===== config.mk =====
export PLATFORM = sky130hd
export DESIGN_NAME = mapper_ss_sequencer
export DESIGN_NICKNAME = d
export VERILOG_FILES = /design/src/rtl/mapper_ss_pkg.sv /design/src/rtl/mapper_ss_memport.sv /design/src/rtl/mapper_ss_sequencer.sv
export SDC_FILE = /design/constraint.sdc
export NUM_CORES = 1
export LEC_CHECK = 0
export CORE_MARGIN = 10
export CORE_UTILIZATION = 44
export DETAILED_ROUTE_END_ITERATION = 7
export GPL_ROUTABILITY_DRIVEN = 1
export HOLD_SLACK_MARGIN = 0.1
export PLACE_DENSITY = 0.78
export SYNTH_ARGS = -nofsm -noshare
export SYNTH_HDL_FRONTEND = slang
export SYNTH_SLANG_ARGS = --single-unit

===== constraint.sdc =====
create_clock -name clk -period 7.4 [get_ports clk]
set_input_delay 1.48 -clock clk [delete_from_list [all_inputs] [get_ports clk]]
set_output_delay 1.48 -clock clk [all_outputs]
set_load 0.03 [all_outputs]

===== src/rtl/mapper_ss_pkg.sv =====
// mapper_ss_pkg: shared widths, FSM states and command priority for the savestate sequencer.
// MAPPER_SS_CHECKSUM_EN enables the trailing XOR checksum word on save/load.
package mapper_ss_pkg;

    localparam int SS_DW = 64;
    localparam int SS_AW = 10;

`ifdef MAPPER_SS_CHECKSUM_EN
    localparam bit SS_CHK_EN = 1'b1;
`else
    localparam bit SS_CHK_EN = 1'b0;
`endif

    // S_SUM / L_SUM are only reachable when the checksum is enabled
    typedef enum logic [3:0] {
        IDLE, CLEAR, S_ADR, S_MEM, L_MEM, L_WR, L_APPLY, FIN, S_SUM, L_SUM
    } ss_state_t;

    typedef enum logic [1:0] {CMD_NONE, CMD_SAVE, CMD_LOAD, CMD_CLEAR} ss_cmd_t;

    function automatic ss_cmd_t ss_cmd_decode(input logic save, input logic load, input logic clear);
        return clear ? CMD_CLEAR : load ? CMD_LOAD : save ? CMD_SAVE : CMD_NONE;
    endfunction

endpackage


===== src/rtl/mapper_ss_memport.sv =====
// mapper_ss_memport: req/ack holding register; launches on start, holds until ack,
// latches read data and reports completion in the ack cycle.
module mapper_ss_memport
    import mapper_ss_pkg::*;
#(
    parameter int MEM_AW = 16
) (
    input  logic              clk,
    input  logic              reset,
    input  logic              start,
    input  logic              we,
    input  logic [MEM_AW-1:0] addr,
    input  logic [SS_DW-1:0]  wdata,
    output logic              done,
    output logic [SS_DW-1:0]  rdata,
    output logic              mem_req,
    output logic              mem_we,
    output logic [MEM_AW-1:0] mem_addr,
    output logic [SS_DW-1:0]  mem_wdata,
    input  logic [SS_DW-1:0]  mem_rdata,
    input  logic              mem_ack
);

    logic              req_q, req_d, we_q, we_d;
    logic [MEM_AW-1:0] addr_q, addr_d;
    logic [SS_DW-1:0]  wdata_q, wdata_d, rdata_q, rdata_d;

    always_comb begin
        done    = req_q & mem_ack;
        req_d   = start ? 1'b1 : done ? 1'b0 : req_q;
        we_d    = start ? we : we_q;
        addr_d  = start ? addr : addr_q;
        wdata_d = start ? wdata : wdata_q;
        rdata_d = (done && !we_q) ? mem_rdata : rdata_q;
    end

    always_ff @(posedge clk or posedge reset) begin
        if (reset) begin
            req_q   <= 1'b0;
            we_q    <= 1'b0;
            addr_q  <= '0;
            wdata_q <= '0;
            rdata_q <= '0;
        end else begin
            req_q   <= req_d;
            we_q    <= we_d;
            addr_q  <= addr_d;
            wdata_q <= wdata_d;
            rdata_q <= rdata_d;
        end
    end

    assign mem_req   = req_q;
    assign mem_we    = we_q;
    assign mem_addr  = addr_q;
    assign mem_wdata = wdata_q;
    assign rdata     = rdata_q;

endmodule


===== src/rtl/mapper_ss_sequencer.sv =====
// mapper_ss_sequencer: walks the mapper savestate bus for save/load/clear operations.
// Define MAPPER_SS_CHECKSUM_EN to append and verify an XOR checksum word.
module mapper_ss_sequencer
    import mapper_ss_pkg::*;
#(
    parameter logic [SS_AW-1:0] BASE_INDEX = 10'd32,
    parameter int               NUM_REGS   = 4,
    parameter int               MEM_AW     = 16,
    parameter int               MEM_BASE   = 0
) (
    input  logic              clk,
    input  logic              reset,
    input  logic              cmd_save,
    input  logic              cmd_load,
    input  logic              cmd_clear,
    output logic              busy,
    output logic              done,
    output logic              error,
    output logic [SS_DW-1:0]  SaveStateBus_Din,
    output logic [SS_AW-1:0]  SaveStateBus_Adr,
    output logic              SaveStateBus_wren,
    output logic              SaveStateBus_rst,
    output logic              SaveStateBus_load,
    input  logic [SS_DW-1:0]  SaveStateBus_Dout,
    output logic              mem_req,
    output logic              mem_we,
    output logic [MEM_AW-1:0] mem_addr,
    output logic [SS_DW-1:0]  mem_wdata,
    input  logic [SS_DW-1:0]  mem_rdata,
    input  logic              mem_ack
);

    localparam logic [5:0]        LAST     = 6'(NUM_REGS - 1);
    localparam logic [MEM_AW-1:0] SUM_ADDR = MEM_AW'(MEM_BASE + NUM_REGS);

    function automatic logic [MEM_AW-1:0] mem_at(input logic [5:0] i);
        return MEM_AW'(MEM_BASE) + MEM_AW'(i);
    endfunction

    ss_state_t         state_q, state_d;
    ss_cmd_t           cmd;
    logic [5:0]        idx_q, idx_d;
    logic [SS_DW-1:0]  sum_q, sum_d;
    logic              err_q, err_d;
    logic              mp_start, mp_we, mp_done, last;
    logic [MEM_AW-1:0] mp_addr;
    logic [SS_DW-1:0]  mp_wdata;

    always_comb begin
        state_d  = state_q;
        idx_d    = idx_q;
        sum_d    = sum_q;
        err_d    = err_q;
        mp_start = 1'b0;
        mp_we    = 1'b0;
        mp_addr  = mem_at(idx_q);
        mp_wdata = SaveStateBus_Dout;
        last     = idx_q == LAST;
        cmd      = ss_cmd_decode(cmd_save, cmd_load, cmd_clear);
        case (state_q)
            IDLE: begin
                state_d  = cmd == CMD_CLEAR ? CLEAR : cmd == CMD_LOAD ? L_MEM :
                           cmd == CMD_SAVE ? S_ADR : IDLE;
                mp_start = cmd == CMD_LOAD;
                if (cmd != CMD_NONE) begin
                    sum_d = '0;
                    err_d = 1'b0;
                end
            end
            CLEAR: state_d = FIN;
            // bus read data has settled by the end of this cycle; launch the write with it
            S_ADR: begin
                mp_start = 1'b1;
                mp_we    = 1'b1;
                sum_d    = sum_q ^ SaveStateBus_Dout;
                state_d  = S_MEM;
            end
            S_MEM: if (mp_done) begin
                if (!last) begin
                    idx_d   = idx_q + 6'd1;
                    state_d = S_ADR;
                end else if (SS_CHK_EN) begin
                    mp_start = 1'b1;
                    mp_we    = 1'b1;
                    mp_addr  = SUM_ADDR;
                    mp_wdata = sum_q;
                    state_d  = S_SUM;
                end else begin
                    state_d = FIN;
                end
            end
            S_SUM: state_d = mp_done ? FIN : S_SUM;
            L_MEM: if (mp_done) begin
                sum_d   = sum_q ^ mem_rdata;
                state_d = L_WR;
            end
            L_WR: begin
                mp_start = !last || SS_CHK_EN;
                mp_addr  = last ? SUM_ADDR : mem_at(idx_q + 6'd1);
                idx_d    = last ? idx_q : idx_q + 6'd1;
                state_d  = !last ? L_MEM : SS_CHK_EN ? L_SUM : L_APPLY;
            end
            L_SUM: if (mp_done) begin
                err_d   = mem_rdata != sum_q;
                state_d = mem_rdata != sum_q ? FIN : L_APPLY;
            end
            L_APPLY: state_d = FIN;
            FIN: begin
                idx_d   = '0;
                state_d = IDLE;
            end
            default: state_d = IDLE;
        endcase
    end

    always_ff @(posedge clk or posedge reset) begin
        if (reset) begin
            state_q <= IDLE;
            idx_q   <= '0;
            sum_q   <= '0;
            err_q   <= 1'b0;
        end else begin
            state_q <= state_d;
            idx_q   <= idx_d;
            sum_q   <= sum_d;
            err_q   <= err_d;
        end
    end

    mapper_ss_memport #(.MEM_AW(MEM_AW)) u_memport (
        .clk       (clk),
        .reset     (reset),
        .start     (mp_start),
        .we        (mp_we),
        .addr      (mp_addr),
        .wdata     (mp_wdata),
        .done      (mp_done),
        .rdata     (SaveStateBus_Din),
        .mem_req   (mem_req),
        .mem_we    (mem_we),
        .mem_addr  (mem_addr),
        .mem_wdata (mem_wdata),
        .mem_rdata (mem_rdata),
        .mem_ack   (mem_ack)
    );

    assign busy              = state_q != IDLE;
    assign done              = state_q == FIN;
    assign error             = SS_CHK_EN & err_q;
    assign SaveStateBus_Adr  = (state_q == S_ADR || state_q == L_WR) ? BASE_INDEX + SS_AW'(idx_q) : '0;
    assign SaveStateBus_wren = state_q == L_WR;
    assign SaveStateBus_rst  = state_q == CLEAR;
    assign SaveStateBus_load = state_q == L_APPLY;

endmodule


==> metrics.md <==
| Metric | Value |
|---|---|
| Max incr delay on CP | `0.69 ns` |
| Leakage | `6.00 nW` |
| WP data arrival | `2.99 ns` |
| Area of the multi-input gates | `4770 um^2` |
| Clock tree from TritonCTS | `done` |
| # clock sinks | `210` |
| Pwr dens | `436 nW/um^2` |
| Die area | `30000 um^2` |
| Peak supply drop | `284 uV` |
| Final worst setup slack | `2.93 ns` |
| Fill cell count | `1888` |
| Cell count after synthesis | `944` |
| Final hold violation count | `0` |
| Crit. Startpoint | `state_q[0]` |
| Crit path max fanout | `19` |
| DRT Pass-1 Iters | `5` |
| Final antenna diode count | `0` |
| Placer Congestion | `0.817` |
| Rows | `56` |
| Max Cap Viol | `0` |
| Worst path cell trace | `nor2b_1 -> a21oi_1 -> nor2_1 -> and2_1 -> clkdlybuf4s50_1` |
| Detail Route met2 WL | `14600 um` |
| Unrepaired setup endpoints after global routing | `false` |
| Post-layout instance area | `14200 um^2` |
| Yosys top cell area share | `50.8%` |
| CTS max path bufs | `3` |
| Final nets | `1341` |
| Post-synthesis average cell area | `11.0 um^2` |
| Slowest-stage cell, CP | `dfrtp_1` |
| Post-synthesis async set-or-reset flop share | `100%` |
| Path depth of the worst reg2reg path | `5` |
| CP startpoint kind | `flip-flop` |
| Initial antenna violation count | `0` |
| CP delay by family, top | `simple AND/OR/NAND/NOR gates` |
| WP buf/inv | `1` |
| Number of global-route vias before repair | `8315` |
| # DRC | `0` |
| Core ar. | `23300 um^2` |
| Root Driver | `clkbuf_16` |
| Initial DRC count | `458` |
| Buffers on Ports | `281` |
| Synth top area cells | `dfrtp_1, mux2_2, mux2_4` |
| Post-Route Skew | `0.00905 ns` |
| Starting Density | `44.3%` |
| Reg2reg setup slack | `4.72 ns` |
| Synthesized flop and latch total | `210` |
| Hold Crit Class | `flip-flop to flip-flop` |
| Tot GR Track Use | `20.0%` |
| CTS clock-pin slew for the worst setup and hold paths | `0.06 ns` |
| F_max | `224 MHz` |
| DR top layer | `met4` |
| Hold depth | `1` |
| # setup viols final | `0` |
| Layout cells sized above 1 | `15.4%` |
| Ports | `296` |
| Htree depth | `1` |
| Worst slack, placed | `3.27 ns` |
| RR Startpoint | `state_q[0]` |
| Crit Path Class | `flip-flop to output port` |
| Worst Path Required | `5.92 ns` |
| Hold buffer count at CTS | `0` |
| Number of CTS-inserted buffers | `24` |
| Pin count of the biggest net entering global routing | `84` |
| Fin crit period | `4.47 ns` |
| Grt ovf | `0` |
| Sequential area share after synthesis | `50.8%` |
| Crit path depth | `5` |
| HP Start | `u_memport.rdata[23]` |
| Clock latency on the worst-skew pair | `0.50 ns` |
| Seq. cell area | `5260 um^2` |
| Status | `completed` |
| Vias | `7901` |
| HPWL after DPL | `22100 um` |
| Synth Warn # | `0` |
| Main synth FF type | `dfrtp_1` |
| Sum Neg Setup Slack | `0 ns` |
| Placed cell area | `13300 um^2` |
| Worst slew margin relative to its limit | `30.4%` |
| Netlist cell types | `51` |
| Post-DR vias/cell | `5.12` |
| Post-route ant nets | `0` |
| Largest area contributor in the netlist | `dfrtp_1` |
| Worst setup EP type | `output port` |
| Drt total wl | `30800 um` |
| M1 WL | `13200 um` |
| Period Utilization, post-route | `60.4%` |
| Post-CTS Resized | `0` |
| Met3 wire len | `2290 um` |
| Most frequent cell after synthesis | `dfrtp_1` |
| Setup Buffers After CTS | `0` |
| Slew @ Worst Pin | `1.02 ns` |
| Die extent in y | `173 um` |
| Number of synthesized flops with an enable pin | `0` |
| Die Wd | `173 um` |
| Synthesis-to-layout area growth | `37.2%` |
| WL/cell | `20.0 um` |
| Mapped cell area | `10300 um^2` |
| Synth cell count leaders | `dfrtp_1, nand2_1, nor2_1` |
| Final Max Tran Viols | `0` |
| Global-route wire length before repair | `48800 um` |
## power by group
group	leakage, nW	internal [W]	switching (W)	total [W]
Clock	0.431	0.000803	0.000475	0.00128
Sequential	2.49	0.00172	0.000400	0.00212
Combinational	3.08	0.00133	0.00145	0.00279
## through the flow
stage / total power (W) / util [%] / hold WS (ns) / instances
finish: 0.00618 / 60.8 / 0.501 / 1542
global route: 0.00650 / 60.8 / 0.522 / 1542
CTS: 0.00625 / 60.8 / 0.506 / 1542
detailed placement: 0.00493 / 57.1 / 0.492 / 1499
global placement: 0.00486 / 57.1 / 0.486 / 1499
floorplan: 0.00378 / - / 0.520 / 957
## kinds of logic (layout without fill, tap and decap cells)
group | Yosys count | count (layout) | synth area share (%)
adders and majority gates | 1 | 1 | 0.121
other | 1 | 14 | 0.0362
DFF | 210 | 210 | 50.8
xor gates and xnor gates | 131 | 131 | 11.1
and+or+nand+nor | 283 | 283 | 11.7
AOI/OAI and AO/OA | 117 | 117 | 6.51
buffers and inverters | 73 | 339 | 3.96
muxes | 128 | 128 | 15.8
## layer usage
metal / track usage [%] / up-vias
met1: 26.3 / 3911
met4: 4.81 / 0
met3: 4.86 / 42
met2: 32.4 / 289
met5: 0 / -
li1: - / 3659
## layout make-up
class | instances | area share [%]
multi-input cells | 674 | 33.6
clock inverters | 11 | 1.12
inverters | 7 | 0.238
flip-flops and latches | 210 | 37.0
clock buffers | 32 | 4.95
well taps | 319 | 2.81
repair buffers | 289 | 20.2
## flip-flops by register name (all words and copies together) (netlist names)
register / count
idx_q: 6
state_q: 4
sum_q: 64
u_memport.mem_addr: 6
u_memport.mem_req: 1
u_memport.mem_wdata: 64
u_memport.mem_we: 1
u_memport.rdata: 64
## worst paths after layout
kind	endpoint
min in group asynchronous	u_memport.rdata[14]
min reg2reg	u_memport.rdata[23]
min	u_memport.rdata[23]
max in group asynchronous	sum_q[39]
max	SaveStateBus_Adr[1]
max reg2reg	u_memport.mem_wdata[62]
## cells in the final DEF (no fill, tap or decap), drive strengths merged, types with 2 or more instances in the layout
cell type / synthesis / final
or2: 3 / 3
xnor2: 66 / 66
nand2: 137 / 137
clkbuf: 26 / 32
a21oi: 72 / 72
or4b: 2 / 2
buf: 40 / 8
o22ai: 2 / 2
and3: 2 / 2
mux2: 128 / 128
nor2: 89 / 89
nand2b: 7 / 7
bufinv: 0 / 4
nand3: 4 / 4
nor4: 18 / 18
nor3: 3 / 3
xor2: 65 / 65
o31ai: 5 / 5
dfrtp: 210 / 210
and2: 8 / 8
a21o: 2 / 2
o21ai: 17 / 17
clkinv: 0 / 7
a31oi: 2 / 2
clkdlybuf4s50: 0 / 281
o211ai: 2 / 2
nand4: 4 / 4
a2111oi: 2 / 2
conb: 1 / 14
nor2b: 3 / 3
inv: 7 / 7
Power figures use the tool's default switching activity.
